[config.mk]
export PLATFORM = sky130hd
export DESIGN_NAME = voxel_gpu_fill
export DESIGN_NICKNAME = d
export VERILOG_FILES = /design/src/rtl/voxel_gpu_pkg.sv /design/src/rtl/voxel_fill_engine.sv /design/src/rtl/voxel_gpu_fill.sv
export SDC_FILE = /design/constraint.sdc
export NUM_CORES = 1
export LEC_CHECK = 0
export BUFFER_PORTS_ARGS = -buffer_cell sky130_fd_sc_hd__buf_2
export CAP_MARGIN = 20
export CORE_MARGIN = 4
export CORE_UTILIZATION = 40
export DETAILED_ROUTE_END_ITERATION = 8
export PLACE_DENSITY_LB_ADDON = 0.15
export SYNTH_ARGS = -nofsm -noshare
export SYNTH_HDL_FRONTEND = slang
export SYNTH_SLANG_ARGS = --single-unit
[constraint.sdc]
create_clock -name clock -period 31.1 [get_ports clock]
set_input_delay 6.22 -clock clock [delete_from_list [all_inputs] [get_ports clock]]
set_output_delay 6.22 -clock clock [all_outputs]
set_load 0.005 [all_outputs]
[src/rtl/voxel_gpu_pkg.sv]
// Shared types and constants for the voxel GPU control block and its fill engine.
package voxel_gpu_pkg;

  // Camera vectors as held by the register file.
  typedef struct packed {
    logic [31:0] x;
    logic [31:0] y;
    logic [31:0] z;
  } vec3_t;

  typedef struct packed {
    vec3_t pos;
    vec3_t look0;
    vec3_t look1;
    vec3_t look2;
  } camera_t;

  // Slave register word addresses.
  localparam logic [7:0] REG_PIXEL_BUFFER = 8'h00;
  localparam logic [7:0] REG_VOXEL_BUFFER = 8'h01;
  localparam logic [7:0] REG_VOXEL_COUNT  = 8'h02;
  localparam logic [7:0] REG_CLEAR_COLOR  = 8'h03;
  localparam logic [7:0] REG_STATUS       = 8'h04;
  localparam logic [7:0] REG_IRQ_ENABLE   = 8'h05;
  localparam logic [7:0] REG_FILL_CYCLES  = 8'h06;
  localparam logic [7:0] REG_TRIGGER      = 8'h0F;
  localparam logic [7:0] REG_CAM_BASE     = 8'h10;
  localparam int         CAM_WORDS        = 12;

  // Status register bit positions.
  localparam int STATUS_BUSY_BIT = 0;
  localparam int STATUS_DONE_BIT = 1;

  // Fill engine states.
  typedef enum logic [0:0] {
    FILL_IDLE  = 1'b0,
    FILL_WRITE = 1'b1
  } fill_state_e;

  // True when a word address falls inside the camera register window.
  function automatic logic is_cam_addr(input logic [7:0] addr);
    return (addr[7:4] == REG_CAM_BASE[7:4]) && (addr[3:0] < 4'd12);
  endfunction

endpackage

[src/rtl/voxel_fill_engine.sv]
// Frame-fill engine: walks an H x V pixel region one Avalon-MM write per
// pixel, holding address/data stable through waitrequest stalls. Addresses are
// produced incrementally (pixel step within a row, row stride between rows).
module voxel_fill_engine
  import voxel_gpu_pkg::*;
#(
  parameter logic [15:0] H_RESOLUTION = 16'd256,
  parameter logic [15:0] V_RESOLUTION = 16'd192,
  parameter int          PIXEL_BYTES  = 2,
  parameter logic [31:0] ROW_STRIDE   = 32'd1024
) (
  input  logic        clock,
  input  logic        reset,
  input  logic        start,
  input  logic [31:0] base,
  input  logic [31:0] color,
  input  logic        m1_waitrequest,
  output logic [31:0] m1_address,
  output logic [31:0] m1_writedata,
  output logic        m1_write,
  output logic        busy,
  output logic        done_pulse
);

  localparam logic [31:0] PIXEL_STEP = 32'(PIXEL_BYTES);

  fill_state_e state_r;
  fill_state_e state_next_s;
  logic [15:0] x_r;
  logic [15:0] y_r;
  logic [31:0] row_base_r;
  logic [31:0] addr_r;
  logic [31:0] color_r;
  logic        accept_s;
  logic        last_x_s;
  logic        last_y_s;
  logic        last_pixel_s;

  assign accept_s     = (state_r == FILL_WRITE) && !m1_waitrequest;
  assign last_x_s     = (x_r == (H_RESOLUTION - 16'd1));
  assign last_y_s     = (y_r == (V_RESOLUTION - 16'd1));
  assign last_pixel_s = last_x_s && last_y_s;

  // State register; reset drops any fill in progress.
  always_ff @(posedge clock or posedge reset) begin
    if (reset) begin
      state_r <= FILL_IDLE;
    end else begin
      state_r <= state_next_s;
    end
  end

  // Next-state logic: start leaves IDLE, the final accepted pixel returns.
  always_comb begin
    state_next_s = state_r;
    case (state_r)
      FILL_IDLE: begin
        if (start) begin
          state_next_s = FILL_WRITE;
        end else begin
          state_next_s = FILL_IDLE;
        end
      end
      FILL_WRITE: begin
        if (accept_s && last_pixel_s) begin
          state_next_s = FILL_IDLE;
        end else begin
          state_next_s = FILL_WRITE;
        end
      end
      default: state_next_s = FILL_IDLE;
    endcase
  end

  // Outputs decoded from the state register only, so m1_write never glitches.
  always_comb begin
    m1_write   = 1'b0;
    busy       = 1'b0;
    done_pulse = 1'b0;
    case (state_r)
      FILL_WRITE: begin
        m1_write   = 1'b1;
        busy       = 1'b1;
        done_pulse = accept_s && last_pixel_s;
      end
      FILL_IDLE: begin
        m1_write   = 1'b0;
        busy       = 1'b0;
        done_pulse = 1'b0;
      end
      default: begin
        m1_write   = 1'b0;
        busy       = 1'b0;
        done_pulse = 1'b0;
      end
    endcase
  end

  // Snapshot on start, then advance pixel/row counters and address per accept.
  always_ff @(posedge clock or posedge reset) begin
    if (reset) begin
      x_r        <= 16'd0;
      y_r        <= 16'd0;
      row_base_r <= 32'h0000_0000;
      addr_r     <= 32'h0000_0000;
      color_r    <= 32'h0000_0000;
    end else begin
      case (state_r)
        FILL_IDLE: begin
          if (start) begin
            x_r        <= 16'd0;
            y_r        <= 16'd0;
            row_base_r <= base;
            addr_r     <= base;
            color_r    <= color;
          end
        end
        FILL_WRITE: begin
          if (accept_s && !last_pixel_s) begin
            if (last_x_s) begin
              x_r        <= 16'd0;
              y_r        <= y_r + 16'd1;
              row_base_r <= row_base_r + ROW_STRIDE;
              addr_r     <= row_base_r + ROW_STRIDE;
            end else begin
              x_r    <= x_r + 16'd1;
              addr_r <= addr_r + PIXEL_STEP;
            end
          end
        end
        default: begin
          x_r <= 16'd0;
          y_r <= 16'd0;
        end
      endcase
    end
  end

  assign m1_address   = addr_r;
  assign m1_writedata = color_r;

endmodule

[src/rtl/voxel_gpu_fill.sv]
// Voxel GPU control block with frame-fill engine.
// s1: register file (buffers, voxel count, camera, status, irq enable, trigger).
// m1: pixel writes issued by voxel_fill_engine.
// Optional build macro VOXEL_GPU_PERF_EN adds the read-only fill_cycles
// counter at word address 06; without it that address reads 0.
module voxel_gpu_fill
  import voxel_gpu_pkg::*;
#(
  parameter logic [31:0] DEFAULT_BUFFER = 32'h0800_0000,
  parameter logic [15:0] H_RESOLUTION   = 16'd256,
  parameter logic [15:0] V_RESOLUTION   = 16'd192,
  parameter int          PIXEL_BYTES    = 2,
  parameter logic [31:0] ROW_STRIDE     = 32'd1024
) (
  input  logic        clock,
  input  logic        reset,
  input  logic [7:0]  s1_address,
  output logic [31:0] s1_readdata,
  input  logic [31:0] s1_writedata,
  input  logic        s1_write,
  output logic        s1_waitrequest,
  output logic        irq,
  output logic [31:0] m1_address,
  output logic [31:0] m1_writedata,
  output logic        m1_write,
  input  logic        m1_waitrequest,
  input  logic [31:0] m1_readdata,
  output logic        m1_read,
  input  logic        m1_readdatavalid
);

  logic [31:0] pixel_buffer_r;
  logic [31:0] voxel_buffer_r;
  logic [31:0] voxel_count_r;
  logic [31:0] clear_color_r;
  logic        irq_enable_r;
  logic        done_r;
  logic [31:0] cam_r [CAM_WORDS];
  logic [31:0] readdata_s;
  logic [3:0]  cam_idx_s;
  logic        cam_sel_s;
  logic        busy_s;
  logic        done_pulse_s;
  logic        trigger_s;
  logic        start_s;
  logic        done_clear_s;
  logic        unused_s;

  assign cam_idx_s    = s1_address[3:0];
  assign cam_sel_s    = is_cam_addr(s1_address);
  assign trigger_s    = s1_write && (s1_address == REG_TRIGGER);
  assign start_s      = trigger_s && !busy_s;
  assign done_clear_s = s1_write && (s1_address == REG_STATUS) && s1_writedata[STATUS_DONE_BIT];

  assign s1_waitrequest = 1'b0;
  assign m1_read        = 1'b0;
  assign irq            = done_r & irq_enable_r;
  assign unused_s       = ^{m1_readdata, m1_readdatavalid};

  // Scalar register file writes; take effect immediately even while filling.
  always_ff @(posedge clock or posedge reset) begin
    if (reset) begin
      pixel_buffer_r <= DEFAULT_BUFFER;
      voxel_buffer_r <= 32'h0000_0000;
      voxel_count_r  <= 32'h0000_0000;
      clear_color_r  <= 32'h0000_0000;
      irq_enable_r   <= 1'b0;
    end else if (s1_write) begin
      case (s1_address)
        REG_PIXEL_BUFFER: pixel_buffer_r <= s1_writedata;
        REG_VOXEL_BUFFER: voxel_buffer_r <= s1_writedata;
        REG_VOXEL_COUNT:  voxel_count_r  <= s1_writedata;
        REG_CLEAR_COLOR:  clear_color_r  <= s1_writedata;
        REG_IRQ_ENABLE:   irq_enable_r   <= s1_writedata[0];
        default: ;
      endcase
    end
  end

  // Camera register window writes.
  always_ff @(posedge clock or posedge reset) begin
    if (reset) begin
      for (int i = 0; i < CAM_WORDS; i++) begin
        cam_r[i] <= 32'h0000_0000;
      end
    end else if (s1_write && cam_sel_s) begin
      cam_r[cam_idx_s] <= s1_writedata;
    end
  end

  // Sticky done: completion has priority over both clear sources.
  always_ff @(posedge clock or posedge reset) begin
    if (reset) begin
      done_r <= 1'b0;
    end else if (done_pulse_s) begin
      done_r <= 1'b1;
    end else if (start_s || done_clear_s) begin
      done_r <= 1'b0;
    end else begin
      done_r <= done_r;
    end
  end

`ifdef VOXEL_GPU_PERF_EN
  logic [31:0] fill_cycles_r;

  // Busy-cycle counter: cleared on start, saturating, frozen once idle.
  always_ff @(posedge clock or posedge reset) begin
    if (reset) begin
      fill_cycles_r <= 32'h0000_0000;
    end else if (start_s) begin
      fill_cycles_r <= 32'h0000_0000;
    end else if (busy_s && (fill_cycles_r != 32'hFFFF_FFFF)) begin
      fill_cycles_r <= fill_cycles_r + 32'd1;
    end
  end
`endif

  // Combinational read mux; unmapped and write-only addresses return 0.
  always_comb begin
    readdata_s = 32'h0000_0000;
    case (s1_address)
      REG_PIXEL_BUFFER: readdata_s = pixel_buffer_r;
      REG_VOXEL_BUFFER: readdata_s = voxel_buffer_r;
      REG_VOXEL_COUNT:  readdata_s = voxel_count_r;
      REG_CLEAR_COLOR:  readdata_s = clear_color_r;
      REG_STATUS: begin
        readdata_s[STATUS_BUSY_BIT] = busy_s;
        readdata_s[STATUS_DONE_BIT] = done_r;
      end
      REG_IRQ_ENABLE:   readdata_s = {31'h0, irq_enable_r};
`ifdef VOXEL_GPU_PERF_EN
      REG_FILL_CYCLES:  readdata_s = fill_cycles_r;
`endif
      default: begin
        if (cam_sel_s) begin
          readdata_s = cam_r[cam_idx_s];
        end else begin
          readdata_s = 32'h0000_0000;
        end
      end
    endcase
  end

  assign s1_readdata = readdata_s;

  voxel_fill_engine #(
    .H_RESOLUTION (H_RESOLUTION),
    .V_RESOLUTION (V_RESOLUTION),
    .PIXEL_BYTES  (PIXEL_BYTES),
    .ROW_STRIDE   (ROW_STRIDE)
  ) u_fill_engine (
    .clock          (clock),
    .reset          (reset),
    .start          (start_s),
    .base           (pixel_buffer_r),
    .color          (clear_color_r),
    .m1_waitrequest (m1_waitrequest),
    .m1_address     (m1_address),
    .m1_writedata   (m1_writedata),
    .m1_write       (m1_write),
    .busy           (busy_s),
    .done_pulse     (done_pulse_s)
  );

endmodule

# ---- Word-level counts from Yosys, hierarchy flattened
# Cells that the tools add are included.
dict set report classes {
  add_sub_neg 4
  n_mul 0
  div_mod_pow 0
  order_cmp 3
  n_eq_ne 12
  n_shift 0
  mux 30
  n_bitwise 3
  reduce_logical 26
}
# op n
set ops {}
lappend ops {{bitwise mux 384 bit} 1}
lappend ops {{two-way mux 32 bit} 9}
lappend ops {{case mux 30 bit (5 select lines)} 1}
lappend ops {{binary-select mux 32 bit (select 4 bit)} 1}
lappend ops {{demux 32 bit (select 4 bit)} 1}
lappend ops {{case mux 32 bit (2 select lines)} 2}
lappend ops {{two-way mux 16 bit} 5}
lappend ops {{case mux 16 bit (2 select lines)} 2}
lappend ops {{adder 16 x 1 -> 16 bit (second input constant)} 2}
lappend ops {{adder 32 x 11 -> 32 bit (second input constant)} 1}
lappend ops {{adder 32 x 2 -> 32 bit (second input constant)} 1}
lappend ops {{equality test 16 x 8 -> 1 bit (second input constant)} 2}
lappend ops {{equality test 8 x 2 -> 1 bit (second input constant)} 2}
lappend ops {{equality test 8 x 3 -> 1 bit (second input constant)} 2}
lappend ops {{AND reduction 2 bit} 7}
lappend ops {{case mux 2 bit (6 select lines)} 1}
lappend ops {{logical AND 1 bit} 11}
lappend ops {{equality test 8 x 1 -> 1 bit (second input constant)} 1}
lappend ops {{equality test 8 x 4 -> 1 bit (second input constant)} 1}
lappend ops {{zero test 8 bit} 1}
lappend ops {{inequality test 2 bit (second input constant)} 3}
lappend ops {{case mux 1 bit (2 select lines)} 3}
lappend ops {{greater-or-equal comparator 5 bit (second input constant)} 1}
lappend ops {{less-than comparator 5 x 1 -> 1 bit (second input constant)} 1}
lappend ops {{11 further kinds} 16}
dict set report totals {
  ff_bits 643
  latchBits 0
  ramBits 0
  romBits 0
  inputBits 77
  output_inout_bits 100
  elab_cells 102
  n_memories 0
}

# ---- Logic depth before layout (Yosys ltp)
# Gate-level depths: netlist of run 1.
dict set report logic_depth {
  ltp_word 7
  ltp_mapped 9
  ltp_nobuf 7
}

# ---- By module
# From an unflattened synthesis of run 1, not the netlist that was laid out.
dict set report unflattened {
  hier_cells 2285
  hier_area_um2 30397.9
}
# module n_inst cells_each area_each_um2 seq_area_each_um2
set modules_own_cells {}
lappend modules_own_cells {voxel_gpu_fill 1 1434 23161.0 12863.6}
lappend modules_own_cells {voxel_fill_engine 1 851 7236.9 3228.1}

# ---- Worst setup path after synthesis of run 1
# No wires, ideal clock.
dict set report synth_path {
  path_type {input to output}
  startpoint {input port s1_address[0]}
  endpoint {output port s1_readdata[12]}
  arrival_ps 8098
  t_required_ps 24880
  path_slack_ps 16782
  cell_stages 9
  n_path_buf 4
  path_cell_list {buf_2 > buf_2 > buf_1 > clkbuf_1 > mux4_2 > mux2i_1 > o21ai_0 > nand2_1 > nand3_1}
}
dict set report synth_via {
  elab_chain_cells 6
  elab_cells_between_ends 15
  cone_classes {order compare (1); eq/ne (5); mux (5); bitwise (1); reduce/logical (3)}
}
# element line_no
set synth_lines {}
lappend synth_lines {{from (decl)} voxel_gpu_fill.sv:17} ;# input logic [7:0] s1_address,
lappend synth_lines {{NOT 4 -> 5 bit (implied by the code)} voxel_gpu_fill.sv:137} ;# readdata_s = cam_r[cam_idx_s];
lappend synth_lines {{binary-select mux 32 bit (select 4 bit)} voxel_gpu_fill.sv:137}
lappend synth_lines {{two-way mux 32 bit (implied by the code) (2 in a row)} voxel_gpu_fill.sv:137}
lappend synth_lines {{two-way mux 32 bit} voxel_gpu_fill.sv:136} ;# if (cam_sel_s) begin
lappend synth_lines {{case mux 30 bit (5 select lines) (*)} voxel_gpu_fill.sv:122} ;# case (s1_address)
lappend synth_lines {{to (decl)} voxel_gpu_fill.sv:18} ;# output logic [31:0] s1_readdata,
# Every way passes the cells marked *; elsewhere a longest branch is shown, timed or not. The select of a mux whose other input is x is not followed.

# ---- Worst setup path in the final report of run 1
dict set report layout_path {
  startpoint {input port s1_address[1]}
  endpoint {output port s1_readdata[15]}
}
# The elaborated chain is that of the path after synthesis.

==> key figures, run 1 <==
Worst hold path
  – HP Class: flop to flop
  – Hold Startpoint: u_fill_engine.m1_writedata[16]

GRT
  – Global-route wire length before repair: 129000 um
  – Initial antenna violation count: 4
  – Largest net degree at the start of global routing: 190
  – Gr usage total: 20.9%
  – Vias in the first global route: 21.0k
  – Gr ovfl total: 0

Worst setup path
  – Worst path most repeated cell: buf_4
  – Worst Path Max Fanout: 44
  – Slowest cell delay on critical path: 0.66 ns
  – Critical path capture point type: primary output
  – Reg2Reg Launch Point: u_fill_engine.x_r[8]
  – Crit-path cells: buf_4 > buf_4 > buf_4 > mux4_2 > mux2i_1 > o21ai_0 > nand2_1 > nand3_1 > buf_2
  – Worst path top cell family by delay: buffers and inverters
  – Worst Setup Start Kind: input port
  – CP Class: input port to primary output
  – Crit path buf inv count: 4
  – Crit-path slowest cell: buf_4
  – Crit path DAT: 9.65 ns
  – Required @ worst endpoint: 24.88 ns
  – Critical Path Source: s1_address[1]

Timing
  – Actual slew at the worst max-slew pin: 1.08 ns
  – TNS Setup: 0 ns
  – Clock Skew: 0.0141 ns
  – Max Clk Rate: 0.0630 GHz
  – Final setup viols: 0
  – RSZ-0062 raised after global routing: no
  – Max-slew headroom: 28.0%
  – Tcrit/Tclk final: 51.0%
  – Final min period: 15.87 ns
  – Max-slew violation count: 0
  – Slack of the critical path: 15.23 ns
  – Hold Vio Cnt, Final: 0

Logic synthesis
  – Async set-or-reset flop fraction in the synthesized netlist: 100%
  – Top FF cell, synth: dfrtp_1
  – Yosys reg bits: 643
  – Yosys warning count: 0
  – Post-synth EDFFs: 0
  – Yosys cell types: 71
  – Syn Inst Count: 2388
  – Sequential-to-total area share from yosys stat: 53.4%
  – Syn avg cell area: 12.6 um2
  – Syn Std Cell Area: 30100 um2

CTS
  – Root buffer cell: clkbuf_16
  – Setup Buffers After CTS: 0
  – CTS max path bufs: 3
  – Clock Latency Late Sink: 0.59 ns
  – CTS Buf Count: 72
  – CTS H-tree depth: 3
  – Clock sinks: 643
  – Register clock-pin slew on the reported worst setup and hold paths: 0.05 ns
  – CTS Hold Buffers Added: 0
  – Post-CTS sizing: 0
  – CTS tree: built

Route
  – Post-DR vias/cell: 5.71
  – Routed WL: 82800 um
  – DR DRC count: 0
  – Number of antenna-violating nets in the routed design: 0
  – Via count: 19.9k
  – Drt pass-1 iters: 5
  – Wire per inst: 23.8 um
  – DRT iter0 DRCs: 1185

Placement
  – RePlAce Congestion: 0.856
  – IO Port Bufs: 141
  – Setup WS pre-CTS: 15.28 ns
  – Detailed-placement wirelength estimate: 52100 um
  – Placement Cell Area: 31700 um2
  – Dpl cells: 3354

Floorplan
  – Initial Util: 40.4%
  – Die area: 79700 um2
  – Core area: 74600 um2
  – Die Span Y: 282 um
  – IO Pins: 177
  – DIE WIDTH: 282 um
  – Std-Cell Rows: 100

Final layout
  – NumNets Final: 2541
  – Multi-input gate area: 13300 um2
  – Finished Layout Cells: 3483
  – Fill count: 6741
  – Leading cell types in the layout, fill and taps excluded: dfrtp_1 (641), mux2_2 (483), nand2_1 (270)
  – Layout cell share with drive strength beyond 1: 36.1%
  – Design area: 34000 um2
  – Area delta synth->final: 13.0%
  – Final core occ: 45.6%
  – Most common cell after layout, fill and taps aside: dfrtp_1
  – Storage cell area: 16100 um2

Status
  – Run status: finished, final reports clean

Pwr
  – Lkg Pwr: 0.0165 uW
  – Pwr dens: 55.2 nW/um2
  – Max rail drop VDD: 36.8 uV

Job
  – # Max-Cap Violations: 0
-- registers in the layout (all words and copies together), names as in the netlist --
register and flops:
u_fill_engine.row_base_r 32, voxel_buffer_r 32, clear_color_r 32, cam_r 384, done_r 1, u_fill_engine.state_r 1, pixel_buffer_r 32, u_fill_engine.x_r 16
u_fill_engine.m1_address 32, voxel_count_r 32, u_fill_engine.y_r 16, irq_enable_r 1, u_fill_engine.m1_writedata 32
-- Yosys cell counts (5+ instances only) --
| master | count | area (um2) |
|---|---|---|
| a21oi_1 | 53 | 265 |
| a22oi_1 | 62 | 465 |
| a31oi_1 | 14 | 87.6 |
| and2_1 | 5 | 31.3 |
| and3_1 | 15 | 93.8 |
| and4_1 | 6 | 52.6 |
| buf_1 | 52 | 195 |
| buf_2 | 22 | 110 |
| clkbuf_1 | 110 | 413 |
| dfrtp_1 | 642 | 16100 |
| inv_1 | 15 | 56.3 |
| mux2_1 | 30 | 338 |
| mux2_2 | 483 | 5440 |
| mux2i_1 | 37 | 370 |
| mux4_2 | 97 | 2180 |
| nand2_1 | 281 | 1050 |
| nand2b_1 | 6 | 37.5 |
| nand3_1 | 76 | 380 |
| nand4_1 | 24 | 150 |
| nor2_1 | 71 | 267 |
| nor2b_1 | 9 | 56.3 |
| nor3_1 | 21 | 105 |
| nor4_1 | 9 | 56.3 |
| o211ai_1 | 10 | 75.1 |
| o21ai_0 | 85 | 425 |
| o22ai_1 | 9 | 56.3 |
| or3_1 | 6 | 37.5 |
| or4_1 | 6 | 45.0 |
| xnor2_1 | 26 | 228 |
| xor2_1 | 27 | 236 |
-- per-stage QoR --
stage               hold slack (ns)  power (uW)
detailed placement            0.458        1070
floorplan                     0.446        1010
global route                  0.490        1960
global placement              0.456        1060
CTS                           0.472        1900
finish                        0.466        1880
-- power breakdown --
| group | internal [uW] | switching (uW) |
|---|---|---|
| logic | 61.5 | 80.5 |
| clock network | 487 | 337 |
| registers | 876 | 35.7 |
-- layer usage --
metal	part of all wire, %	routed length (um)	GRT usage, %
met5	0.016	13	0
met2	49	40700	35.7
met4	2.0	1620	5.35
met3	4.3	3550	3.12
met1	45	36900	28.3
-- final timing paths --
check | endpoint | slack [ns] | cells past startpoint
min reg2reg | u_fill_engine.m1_writedata[16] | 0.47 | 2
min | u_fill_engine.m1_writedata[16] | 0.47 | 2
max | s1_readdata[15] | 15.23 | 9
max reg2reg | u_fill_engine.y_r[15] | 27.44 | 7
max in group asynchronous | voxel_buffer_r[25] | 22.80 | 4
min in group asynchronous | u_fill_engine.m1_writedata[31] | 5.79 | 2
-- worst reg2reg max path, stage by stage (launching register included) --
cell     delay [ns]
dfrtp_1        0.43
or4_4          0.59
or4_1          0.95
o31ai_4        0.75
buf_4          0.42
nand4_1        0.16
xor2_1         0.16
nor2_1         0.06
-- final cells by class --
type | instances | area share (%)
diodes | 6 | 0.0441
well taps | 969 | 3.56
clock buffers | 103 | 6.08
multi-input cells | 1543 | 39.1
repair buffers | 184 | 3.15
clock inverters | 19 | 0.562
flip-flops and latches | 643 | 47.3
inverters | 16 | 0.199
-- kinds of logic after synthesis --
logic type | share of synthesized area (%)
simple gates | 8.32
xor+xnor | 1.54
mux | 27.7
fa+ha+maj | 0.166
flops | 53.4
other cells | 0.0125
buf+inv | 2.66
compound gates | 6.19
(Power assumes the default switching activity.)
==> inputs of run 2 (changes only) <==
- clock period: 31.1 -> 14.95 ns (I/O delays scaled with it)
==> run 2 against run 1 <==
  * Clock skew increased by 0.00099 ns
  * Via count decreased by 0.37%
  * Power grew 110%
  * Sequential cell count unchanged
  * Cell area is 0.23% higher
  * Combinational power increased by 110%
  * Global-route usage increased by 0.12 points
  * Worst setup slack lost 9.6 ns
  * Hold slack improved by 0.0028 ns
  * Non-clock buffer count increased by 1
  * Sequential power is 110% higher
  * Critical endpoint is now s1_readdata[10]
  * Highest routed layer unchanged
==> key figures, run 2 (synthesis results as in run 1) <==
Timing
  – Tcrit/Tclk final: 62.1%
  – Max Clk Rate: 0.108 GHz
  – Final min period: 9.28 ns
  – Hold_ws: 0.469 ns
  – TNS Setup: 0 ns
  – RSZ-0062 raised after global routing: no
  – Final setup viols: 0
  – Actual slew at the worst max-slew pin: 1.14 ns
  – Max-slew violation count: 0
  – Max-slew headroom: 23.9%
  – Clock Skew: 0.0151 ns
  – Hold Vio Cnt, Final: 0

Final layout
  – Most common cell after layout, fill and taps aside: dfrtp_1
  – Leading cell types in the layout, fill and taps excluded: dfrtp_1 (641), mux2_2 (483), nand2_1 (270)
  – Layout cell share with drive strength beyond 1: 36.2%
  – Largest register by flop count: cam_r
  – NumNets Final: 2540
  – Design area: 34100 um2
  – Max reg flops: 384
  – Area delta synth->final: 13.3%

Status
  – Run status: finished, final reports clean

Worst setup path
  – Required @ worst endpoint: 11.96 ns
  – Worst Path Max Fanout: 40
  – Critical path capture point type: primary output
  – Worst Setup Start Kind: input port
  – CP Class: input port to primary output
  – Crit path DAT: 6.29 ns

Pwr
  – Overall power: 3950 uW
  – Clk pwr share: 44.4%
  – Sw frac: 24.1%
  – Sequential power share: 48.1%
  – Max rail drop VDD: 60.3 uV
  – Comb pwr share: 7.5%
  – Int Power: 2990 uW
  – Pwr dens: 116 nW/um2
  – Switching power: 953 uW
  – Lkg Pwr: 0.0165 uW

Route
  – Post-DR vias/cell: 5.69
  – Number of antenna-violating nets in the routed design: 0
  – Wire per inst: 24.0 um
  – Routed WL: 83500 um
  – DRT iter0 DRCs: 1436
  – DR DRC count: 0
  – Drt pass-1 iters: 5
  – Via count: 19.8k

GRT
  – Gr ovfl total: 0
  – M3 GR Usage: 3.09%
  – Largest net degree at the start of global routing: 203
  – Gr usage total: 21.1%
  – Met1 Track Usage GR: 28.5%
  – Initial antenna violation count: 6
  – Grt peak-use layer: met2
  – Vias in the first global route: 20.6k
  – Global-route wire length before repair: 129000 um
  – Met2 Resource Use GR: 35.3%

CTS
  – Root buffer cell: clkbuf_16
  – Clock Latency Late Sink: 0.60 ns
  – Register clock-pin slew on the reported worst setup and hold paths: 0.06 ns
  – Setup Buffers After CTS: 0
  – CTS tree: built
  – CTS H-tree depth: 3
  – CTS max path bufs: 3
  – CTS Hold Buffers Added: 0
  – CTS Buf Count: 70
  – Clock sinks: 643
  – Post-CTS sizing: 0

Placement
  – Detailed-placement wirelength estimate: 52600 um
  – RePlAce Congestion: 0.846
  – Placement Cell Area: 31700 um2
  – IO Port Bufs: 141

Worst hold path
  – HP Class: flop to flop

Floorplan
  – IO Pins: 177
  – Std-Cell Rows: 100
  – DIE WIDTH: 282 um
  – Die area: 79700 um2
  – Die Span Y: 282 um
  – Initial Util: 40.4%
  – Core area: 74600 um2

Job
  – # Max-Cap Violations: 0
-- run 2: critical path, stage by stage --
cell,delay (ns)
buf_6,0.36
buf_4,0.67
buf_4,0.72
mux4_2,0.59
mux2i_1,0.17
o21ai_0,0.15
nand2_1,0.13
nand3_1,0.17
buf_2,0.19
-- run 2: layout make-up --
type | count | area, um2
timing repair buffer | 185 | 1110
sequential | 643 | 16100
fill | 6793 | 40500
inverter | 16 | 63.8
multi-input combinational | 1543 | 13300
tap | 969 | 1210
clock inverter | 14 | 198
clock buffer | 106 | 2110
antenna | 4 | 10.0
-- run 2: per-layer routing --
metal | part of all wire (%) | up-vias
li1 | - | 8833
met1 | 44 | 10400
met2 | 49 | 479
met3 | 4.5 | 133
met4 | 2.7 | 4
met5 | 0.030 | -
-- run 2: final timing paths --
kind,to,startpoint,slack [ns],cells past startpoint
setup / recovery,s1_readdata[10],s1_address[0],5.67,9
hold / removal,u_fill_engine.m1_writedata[15],u_fill_engine.m1_writedata[15],0.47,2
setup reg to reg,u_fill_engine.y_r[15],u_fill_engine.x_r[9],11.30,7
hold reg to reg,u_fill_engine.m1_writedata[15],u_fill_engine.m1_writedata[15],0.47,2
max in group asynchronous,clear_color_r[28],reset,10.16,6
min in group asynchronous,u_fill_engine.m1_writedata[31],reset,2.61,3
-- run 2: power by group through the flow --
stage | combinational, uW | clock [uW] | sequential, uW
CTS | 301 | 1800 | 1900
floorplan | 200 | 0 | 1910
global route | 332 | 1870 | 1910
finish | 297 | 1750 | 1900
detailed placement | 300 | 0 | 1930
global placement | 292 | 0 | 1920
-- run 2: per-stage QoR --
stage                     worst slack [ns]  util [%]  instances
final                                 5.67      45.7       3480
after CTS                             5.57      45.7       3474
after floorplan                       3.18         -       2389
after detailed placement              5.56      42.6       3354
after global placement                5.54      42.6       3354
after global routing                  5.39      45.7       3477
